<file path="config.mk">
export PLATFORM = sky130hd
export DESIGN_NAME = mux_4to1
export DESIGN_NICKNAME = d
export VERILOG_FILES = /design/src/rtl/mux_pkg.sv /design/src/rtl/mux_4to1_core.sv /design/src/rtl/mux_4to1.sv
export SDC_FILE = /design/constraint.sdc
export NUM_CORES = 1
export LEC_CHECK = 0
export CORE_MARGIN = 2
export CORE_UTILIZATION = 47
export CTS_CLUSTER_DIAMETER = 200
export DETAILED_ROUTE_END_ITERATION = 10
export DONT_BUFFER_PORTS = 1
export SLEW_MARGIN = 5
export SYNTH_ARGS = -nofsm -noshare
export SYNTH_HDL_FRONTEND = slang
export SYNTH_SLANG_ARGS = --single-unit
</file>
<file path="constraint.sdc">
create_clock -name clk -period 0.8 [get_ports clk]
set_input_delay 0.08 -clock clk [delete_from_list [all_inputs] [get_ports clk]]
set_output_delay 0.08 -clock clk [all_outputs]
set_load 0.01 [all_outputs]
</file>
<file path="src/rtl/mux_pkg.sv">
// Select encodings shared by the 4:1 multiplexer and its combinational core.
package mux_pkg;

    localparam logic [1:0] SEL_A0 = 2'b00;
    localparam logic [1:0] SEL_A1 = 2'b01;
    localparam logic [1:0] SEL_A2 = 2'b10;
    localparam logic [1:0] SEL_A3 = 2'b11;

endpackage

</file>
<file path="src/rtl/mux_4to1_core.sv">
// Pure combinational WIDTH-bit 4:1 selector; zero latency.
// No flow control: output follows select and data continuously.
module mux_4to1_core
    import mux_pkg::*;
#(
    parameter int WIDTH = 8
) (
    input  logic [WIDTH-1:0] a0,
    input  logic [WIDTH-1:0] a1,
    input  logic [WIDTH-1:0] a2,
    input  logic [WIDTH-1:0] a3,
    input  logic [1:0]       s,
    output logic [WIDTH-1:0] q
);

    // An unresolvable select falls into default and drives zero, never a latch.
    always_comb begin
        q = '0;
        case (s)
            SEL_A0:  q = a0;
            SEL_A1:  q = a1;
            SEL_A2:  q = a2;
            SEL_A3:  q = a3;
            default: q = '0;
        endcase
    end

endmodule

</file>
<file path="src/rtl/mux_4to1.sv">
// 4:1 multiplexer with combinational output q and an enable-loaded copy q_reg/s_reg.
// q has zero latency; q_reg/s_reg lag by one cycle. No backpressure: en=0 simply holds.
module mux_4to1
    import mux_pkg::*;
#(
    parameter int WIDTH = 8
) (
    input  logic             clk,
    input  logic             rst_n,
    input  logic [WIDTH-1:0] a0,
    input  logic [WIDTH-1:0] a1,
    input  logic [WIDTH-1:0] a2,
    input  logic [WIDTH-1:0] a3,
    input  logic [1:0]       s,
    input  logic             en,
    output logic [WIDTH-1:0] q,
    output logic [WIDTH-1:0] q_reg,
    output logic [1:0]       s_reg
);

    mux_4to1_core #(
        .WIDTH (WIDTH)
    ) u_core (
        .a0 (a0),
        .a1 (a1),
        .a2 (a2),
        .a3 (a3),
        .s  (s),
        .q  (q)
    );

    // The captured select travels with the word so consumers know its source.
    always_ff @(posedge clk or negedge rst_n) begin
        if (!rst_n) begin
            q_reg <= '0;
            s_reg <= SEL_A0;
        end else if (en) begin
            q_reg <= q;
            s_reg <= s;
        end
    end

endmodule

</file>
==> flow_metrics.tcl <==
set metrics [dict create \
    synth_top_area_cell "dfrtp_1" \
    cts_max_level 1 \
    clockBufferDepth 2 \
    startpoint_type "flop" \
    cts-root-buf "clkbuf_4" \
    grtUsageTotal 0.2181 \
    largest_reg_flops 8 \
    finalCriticalPeriod_ns 0.8814 \
    timing.slew.headroom 0.6906 \
    drt_wl_total_um 1851 \
    drive_gt1_frac 0.3026 \
    fillers 105 \
    violations "setup timing" \
    path_delay_family "flip-flops" \
    critPathBufInv 1 \
    start_util 0.5197 \
    required_ns 0.72 \
    vdd_ir_drop_max_uv 1013 \
    cts_buffers 3 \
    synthCells 60 \
    grt_remaining_overflow 0 \
    setup_slack_ns -0.08140 \
    viasPerCell 6.198 \
    cap_violations 0 \
    critPathKind "flop to output pin" \
    finalCritPeriodShare 1.102 \
    clkLatencyLatePin_ns 0.26 \
    drtPass1Iterations 3 \
    coreArea_sq_um 1334 \
    synth.top_cell.area_share 0.3610 \
    die_area_sq_um 1798 \
    wl_per_cell_um 20.34 \
    synth-edff-count 0 \
    synth_flop_cell "dfrtp_1" \
    r2r-start "q_reg[6]" \
    grt_max_degree 18 \
    reg2regPathDepth 3 \
    synth_area_leaders "dfrtp_1 36%, mux2i_1 35%, o221ai_1 10%, nand2b_1 8.1%, buf_6 3.2%" \
    yosys_warnings 0 \
    hold_path_depth 2 \
    maxSlewViolCount 0 \
    leakagePower_nw 0.4459 \
    synthArstFlopShare 1.000 \
    min_to "q_reg[4]" \
    row_count 13 \
    ys_ff_latch 10 \
    antenna_found_initial 0 \
    p_total_mw 1.551 \
    syn-cell-area_sq_um 693.2 \
    tritoncts "done" \
    globalplace.congestion 0.7747 \
    io_buffer_count 0 \
    grt_pass1_vias 627 \
    syn_to_final_growth_pct 30.14 \
    dp_hpwl_um 1278 \
    placed_cells 79 \
    outcome "finished, violations left" \
    ys_seq_area_frac 0.3610 \
    fmax_ghz 1.135 \
    nNetsFinal 114 \
    synth.most_common_cell "mux2i_1" \
    skew_ns 0 \
    syn_avg_cell_area_sq_um 11.55 \
    rsz0062_at_grt "yes" \
    ant_nets 0 \
    postLayoutCellArea_sq_um 902.1 \
    fin_util 0.6764 \
    diodes 0 \
    r2r_end "q_reg[6]" \
    die_w_um 42.41 \
    clk_pin_slew_ns 0.07 \
    rrSetupSlack_ns -0.06 \
    setup_viol_count_final 13 \
    crit_arrival_ns 0.80 \
    grt_pass1_wl_um 2932 \
    final_cells 91 \
    hp-start "en" \
    synth_nets 97 \
    slowest_delay_ns 0.41 \
    worstSetupEndpointType "output pin" \
    hold_path.class "primary input to flop" \
    drt-initial-drc-count 5 \
    hold_viol 0 \
    synth_common_cells "24 x mux2i_1, 10 x dfrtp_1, 9 x nand2b_1" \
    clkSinkCount 10 \
    synth_cell_types 11 \
    powerDensity_nw_per_um2 1719 \
    pre_cts_ws_ns 0.04849 \
    num_vias 564 \
    crit_chain "buf_6" \
    tightest_slew_ns 0.4626 \
    cp_max_fo 2 \
    fp.dieH_um 42.41 \
    drc 0 \
    place_area_sq_um 726.9 \
    crit_slowest_cell "dfrtp_1" \
    io_pins 55 \
]
==> worst max-delay path by stage <==
stage	start	end	cells after the start
floorplan	s[1]	q_reg[3]	4
global placement	s_reg[1]	s_reg[1]	1
detailed placement	s_reg[1]	s_reg[1]	1
CTS	q_reg[2]	q_reg[2]	1
global route	q_reg[4]	q_reg[4]	1
finish	q_reg[4]	q_reg[4]	1
==> per-layer routing <==
metal,GRT usage,vias up,wire [um]
met5,0,-,0
met4,0.03750,0,0
met3,0.08190,0,152
met2,0.4031,40,995
met1,0.2366,268,702
li1,-,256,-
==> through the flow <==
step,TNS [ns],hold WS [ns]
after floorplan,0,-0.2156
after global placement,0,-0.2153
after detailed placement,0,-0.2153
after CTS,-0.7939,0.01608
after global routing,-1.060,0.01202
final,-0.7187,0.01368
==> placed cells by master, fill, tap and decap left out <==
cell type       instances
o21ai_0                 1
mux2i_1                24
nand2b_4                2
nand2b_1                7
buf_6                  11
clkbuf_8                1
nand2_1                 1
o221ai_2                2
dlygate4sd3_1           2
dfrtp_1                10
clkbuf_4                3
o221ai_1                6
dlymetal6s4s_1          1
inv_1                   1
mux2_2                  1
buf_4                   3
==> power by group <==
group | total (mW) | internal [mW] | switching, mW
Clock | 0.462 | 0.276 | 0.186
Sequential | 0.617 | 0.566 | 0.0506
Combinational | 0.472 | 0.275 | 0.198
Total | 1.55 | 1.12 | 0.434
==> layout make-up <==
cell class                      instances  area, sq um  share of cell area
Clock buffer                            4        36.28             0.04022
Inverter                                1        3.754            0.004161
Multi-Input combinational cell         44        414.1              0.4591
Sequential cell                        10        250.2              0.2774
Tap cell                               15        18.77             0.02080
Timing Repair Buffer                   17        178.9              0.1983
==> kinds of logic (layout without fill, tap and decap cells) <==
logic type,count (synthesis),count (layout),synth area share
AO/OA/AOI/OAI,9,9,0.1083
flip-flops,10,10,0.3610
buffers and inverters,6,22,0.08122
AND/OR/NAND/NOR,10,10,0.08663
multiplexers,25,25,0.3628
==> repair_timing <==
action,CTS,global route
buffers inserted,4,1
endpoints found under the hold margin,12,0
hold buffers,3,0
gates resized for setup,10,6
setup endpoints to repair,9,14
No activity file was read; power rests on OpenSTA's default activity.
